[config.mk]
export PLATFORM = sky130hd
export DESIGN_NAME = fetch_unit
export DESIGN_NICKNAME = d
export VERILOG_FILES = /design/src/rtl/fetch_unit_pkg.sv /design/src/rtl/fetch_unit.sv
export SDC_FILE = /design/constraint.sdc
export NUM_CORES = 1
export LEC_CHECK = 0
export CAP_MARGIN = 25
export CORE_ASPECT_RATIO = 0.5
export CORE_MARGIN = 5
export CORE_UTILIZATION = 48
export DETAILED_ROUTE_END_ITERATION = 10
export HOLD_SLACK_MARGIN = 0.1
export PLACE_DENSITY = 0.86
export SYNTH_ARGS = -nofsm -noshare
export SYNTH_HDL_FRONTEND = slang
export SYNTH_SLANG_ARGS = --single-unit
export TNS_END_PERCENT = 1
[constraint.sdc]
create_clock -name clk -period 4.2 [get_ports clk]
set_input_delay 1.05 -clock clk [delete_from_list [all_inputs] [get_ports clk]]
set_output_delay 1.05 -clock clk [all_outputs]
set_load 0.005 [all_outputs]
[src/rtl/fetch_unit_pkg.sv]
`default_nettype none
// ============================================================================
//  Module      : fetch_unit_pkg
//  Description : Shared CPU definitions used by the fetch stage: the default
//                datapath width and the fetch state encoding.
//  Revision    : 1.0 - initial release
// ============================================================================
package fetch_unit_pkg;

    // Default data/address width of the CPU datapath.
    localparam int unsigned CPU_XLEN = 32;

    // Fetch stage states: FETCH waits on instruction memory, HOLD presents
    // the captured instruction to the execute units until it retires.
    typedef enum logic [0:0] {
        FETCH = 1'b0,
        HOLD  = 1'b1
    } fetch_state_t;

endpackage : fetch_unit_pkg
`default_nettype wire

[src/rtl/fetch_unit.sv]
`default_nettype none
// ============================================================================
//  Module      : fetch_unit
//  Description : Single-outstanding instruction fetch stage. Requests one word
//                from instruction memory, holds it for the execute units until
//                retired, then advances sequentially or to a redirect target.
//  Revision    : 1.0 - initial release
// ============================================================================
module fetch_unit
    import fetch_unit_pkg::*;
#(
    parameter int unsigned          XLEN         = CPU_XLEN,
    parameter logic [XLEN-1:0]      RESET_VECTOR = '0
) (
    input  logic                    clk,
    input  logic                    reset,
    output logic                    mem_req,
    output logic [XLEN-1:0]         mem_addr,
    input  logic                    mem_ack,
    input  logic [XLEN-1:0]         mem_rdata,
    output logic [XLEN-1:0]         instruction,
    output logic [XLEN-1:0]         program_counter,
    output logic                    instr_valid,
    input  logic                    instr_ready,
    input  logic                    load_new_program_counter,
    input  logic [XLEN-1:0]         new_program_counter,
    output logic                    fetch_misaligned,
    output logic [XLEN-1:0]         retired_count
);

    localparam logic [XLEN-1:0] c_pc_step = XLEN'(4);
    localparam logic [XLEN-1:0] c_one     = XLEN'(1);

    fetch_state_t     r_state;
    logic [XLEN-1:0]  r_pc;
    logic [XLEN-1:0]  r_instruction;
    logic [XLEN-1:0]  r_program_counter;
    logic [XLEN-1:0]  r_retired_count;
    logic             r_fetch_misaligned;

    logic             w_redirect;
    logic [XLEN-1:0]  w_redirect_target;
    logic             w_unused_target_lsb;

    // The redirect line may float when no execute unit drives it, so only a
    // definite 1 counts as a request.
    assign w_redirect          = (load_new_program_counter === 1'b1);
    assign w_redirect_target   = {new_program_counter[XLEN-1:2], 2'b00};
    assign w_unused_target_lsb = new_program_counter[0];

    // Fetch/hold sequencing, retirement bookkeeping and next-pc selection.
    always_ff @(posedge clk) begin
        if (reset) begin
            r_state            <= FETCH;
            r_pc               <= RESET_VECTOR;
            r_instruction      <= '0;
            r_program_counter  <= '0;
            r_retired_count    <= '0;
            r_fetch_misaligned <= 1'b0;
        end else begin
            case (r_state)
                FETCH: begin
                    // Request stays asserted at r_pc until memory answers.
                    if (mem_ack) begin
                        r_instruction     <= mem_rdata;
                        r_program_counter <= r_pc;
                        r_state           <= HOLD;
                    end
                end
                HOLD: begin
                    // Redirects are only honoured on the retiring cycle.
                    if (instr_ready) begin
                        r_retired_count <= r_retired_count + c_one;
                        r_state         <= FETCH;
                        if (w_redirect) begin
                            r_pc <= w_redirect_target;
                            if (new_program_counter[1]) begin
                                r_fetch_misaligned <= 1'b1;
                            end
                        end else begin
                            r_pc <= r_program_counter + c_pc_step;
                        end
                    end
                end
                default: r_state <= FETCH;
            endcase
        end
    end

    // Output decode straight from registered state.
    assign mem_req          = (r_state == FETCH);
    assign mem_addr         = r_pc;
    assign instr_valid      = (r_state == HOLD);
    assign instruction      = r_instruction;
    assign program_counter  = r_program_counter;
    assign retired_count    = r_retired_count;
    assign fetch_misaligned = r_fetch_misaligned;

endmodule : fetch_unit
`default_nettype wire
==> results.py <==
metrics = {
    "clock_tree": {
        "clk_latency_ns": 0.41,
        "cts_root_buf": "clkbuf_16",
        "clkTransAtPathRegs_ns": 0.06,
        "cts.htree.levels": 4,
        "cts_sinks": 130,
        "max-clock-path-buffers": 2,
        "cts_tree": "built",
        "cts_resized": 0,
        "hold_buffers": 0,
        "cts_buffers": 17,
        "cts_setup_buffers": 0,
    },
    "sta": {
        "slew_viol_final": 0,
        "worst_hold_slack_ns": 0.451,
        "worstMarginPinSlew_ns": 0.719,
        "fmax_mhz": 347,
        "clock_skew_ns": 0.00821,
        "maxSlewHeadroom_pct": 51.9,
        "fin_crit_sh_pct": 68.7,
        "finalSetupViolations": 0,
        "fin_setup_tns_ns": 0,
        "fin_crit_ns": 2.88,
        "rsz0062_at_grt": "false",
        "timing.final.hold_violations": 0,
    },
    "run_status": {
        "run_status": "complete, no violations",
    },
    "min_path": {
        "worst_hold_path_type": "register to register",
    },
    "yosys": {
        "yosys.area_share.simple_pct": 26.0,
        "synth_top_family_by_area": "simple AND/OR/NAND/NOR gates",
        "synth-edff-count": 0,
        "synth.yosys.warnings": 0,
        "async_flop_share_pct": 0,
        "synth-compound-area-share_pct": 13.1,
        "yosys.area_share.xor_xnor_pct": 9.07,
        "muxShareOfSynthArea_pct": 0.182,
        "synth_nets": 739,
        "synth_flop_cell": "dfxtp_1",
        "netlist_instances": 668,
        "ys_types": 42,
        "ys_seq_area_share_pct": 47.3,
        "yosys.area_share.adder_pct": 0.455,
        "synth_seq_cells": 130,
        "syn_area_um2": 5500,
        "post-synth-top-area-cell": "dfxtp_1",
        "netlist.area_leader.share_pct": 47.3,
        "synth_area_leaders": "dfxtp_1 47%, nand2_1 11%, a21oi_1 7.2%",
        "syn-mean-instance-area_um2": 8.24,
    },
    "route": {
        "drc": 0,
        "ant_nets": 0,
        "dr.pass1.iters": 5,
        "drt-wirelength-per-cell_um": 16.8,
        "drt_wl_total_um": 16900,
        "drt_iter0_drc": 367,
        "vias": 5380,
        "vias_per_cell": 5.34,
    },
    "critical_path": {
        "start_kind": "primary input",
        "cp_cell_sequence": "clkdlybuf4s50_1 -> inv_1 -> nand2_1 -> o22ai_1",
        "required_ns": 4.45,
        "critPathMaxFanout": 20,
        "critPathKind": "primary input to register",
        "endpoint_kind": "register",
        "slowest_stage": "clkdlybuf4s50_1",
        "worstPathArrival_ns": 3.14,
        "path_delay_family": "buffers and inverters",
        "path_buf_inv": 2,
        "critPathMaxStageDelay_ns": 0.83,
    },
    "placement": {
        "dp_hpwl_um": 11400,
        "gp_congestion": 0.810,
        "placed_cells": 976,
        "io_buffers": 198,
    },
    "global_routing": {
        "grt_pass1_wl_um": 27200,
        "grtUsageMet2_pct": 42.7,
        "grt.met3_usage_pct": 5.47,
        "grt_max_degree": 66,
        "gr-max-usage-layer": "met2",
        "use_met1_pct": 28.6,
        "grt_pass1_vias": 5256,
        "antenna_found_initial": 0,
        "grt_usage_pct": 24.1,
        "overflow": 0,
    },
    "job": {
        "cap_viol_max_count": 0,
    },
    "cells_and_area": {
        "area_growth_pct": 47.7,
        "seq_area_um2": 2600,
        "nets": 921,
        "drive_gt1_share_pct": 6.37,
        "instances_no_fill": 1008,
        "diodes": 0,
        "fill_cells": 836,
        "multi_input_area_um2": 2700,
        "post-route-util_pct": 73.1,
    },
    "floorplanning": {
        "rows": 27,
        "io_pins": 200,
        "core-area_um2": 11100,
        "dieArea_um2": 13800,
        "start_util_pct": 49.5,
        "die_width_um": 161,
        "die_y_um": 85.7,
    },
    "pwr": {
        "cellLeakagePower_nw": 2.85,
        "worst_ir_drop_vdd_uv": 269,
        "power_mw": 2.97,
        "power_density_nw_per_um2": 366,
    },
}
==> cell usage after synthesis, types with 2 or more instances <==
cell type	n
nand3_2	2
xnor2_1	28
nand3_1	19
ha_1	2
buf_1	7
o211ai_1	3
and2_1	2
nor2_1	45
nor4_2	3
nand4_1	9
a22oi_1	15
nor3_1	15
inv_1	9
nand4_4	2
buf_4	2
a21oi_1	79
nor4_4	2
and4_1	9
clkbuf_1	28
xor2_1	29
dfxtp_1	130
a31oi_1	3
nand4_2	2
buf_2	4
nand2_1	162
o22ai_1	6
and3_1	17
o21ai_1	13
a211oi_1	2
or3_1	2
o21ai_0	5
nor2_2	2
==> metal layers <==
| metal | wire length [um] | vias up |
|---|---|---|
| li1 | - | 2623 |
| met1 | 6970 | 2537 |
| met2 | 8590 | 181 |
| met3 | 839 | 39 |
| met4 | 527 | 0 |
| met5 | 0 | - |
==> stage by stage <==
| step | cell area [um2] | worst slack (ns) |
|---|---|---|
| floorplan | 5500 | 2.03 |
| global placement | 7560 | 1.05 |
| detailed placement | 7560 | 0.967 |
| CTS | 8130 | 1.37 |
| global route | 8130 | 1.19 |
| finish | 8130 | 1.32 |
==> path summary, 6_finish.rpt <==
kind,start,slack [ns],depth (start not counted),endpoint
max,load_new_program_counter,1.32,4,mem_addr[10]
min,instruction[4],0.45,2,instruction[4]
max reg2reg,program_counter[2],2.08,6,mem_addr[20]
min reg2reg,instruction[4],0.45,2,instruction[4]
==> cell type report <==
| class | count | area share, % |
|---|---|---|
| Multi-Input combinational cell | 487 | 33.3 |
| Sequential cell | 130 | 32.0 |
| Timing Repair Buffer | 205 | 25.2 |
| Clock buffer | 21 | 5.54 |
| Tap cell | 145 | 2.23 |
| Clock inverter | 11 | 1.39 |
| Inverter | 9 | 0.416 |
==> flip-flops by register name, indices dropped and copies added, names as in the netlist <==
name / cells
instruction: 32
program_counter: 32
instr_valid: 1
mem_addr: 32
retired_count: 32
fetch_misaligned: 1
==> power by group <==
part / leakage (nW) / switching [mW] / internal [mW]
combinational: 1.52 / 0.120 / 0.141
clock: 0.272 / 0.536 / 0.882
sequential: 1.05 / 0.0255 / 1.27
==> layout by cell type, fill, tap and decap left out, types with 14 or more instances in the layout <==
master / count
nand2_1: 161
clkbuf_16: 17
dfxtp_1: 130
a21oi_1: 79
xnor2_1: 28
nor2_1: 45
a22oi_1: 15
and3_1: 17
nor3_1: 14
nand3_1: 19
clkdlybuf4s50_1: 197
xor2_1: 29
==> cells by family (layout without fill, tap and decap cells) <==
group	after synthesis	count (layout)
buf+inv	51	246
fa+ha+maj	2	2
simple gates	298	298
mux	1	1
xor+xnor	57	57
flops	130	130
compound gates	129	129
==> worst min-delay path, stage by stage, from the launching register on <==
cell,delay (ns)
dfxtp_1,0.30
nand2_1,0.05
a21oi_1,0.05
No activity file was read; power rests on OpenSTA's default activity.
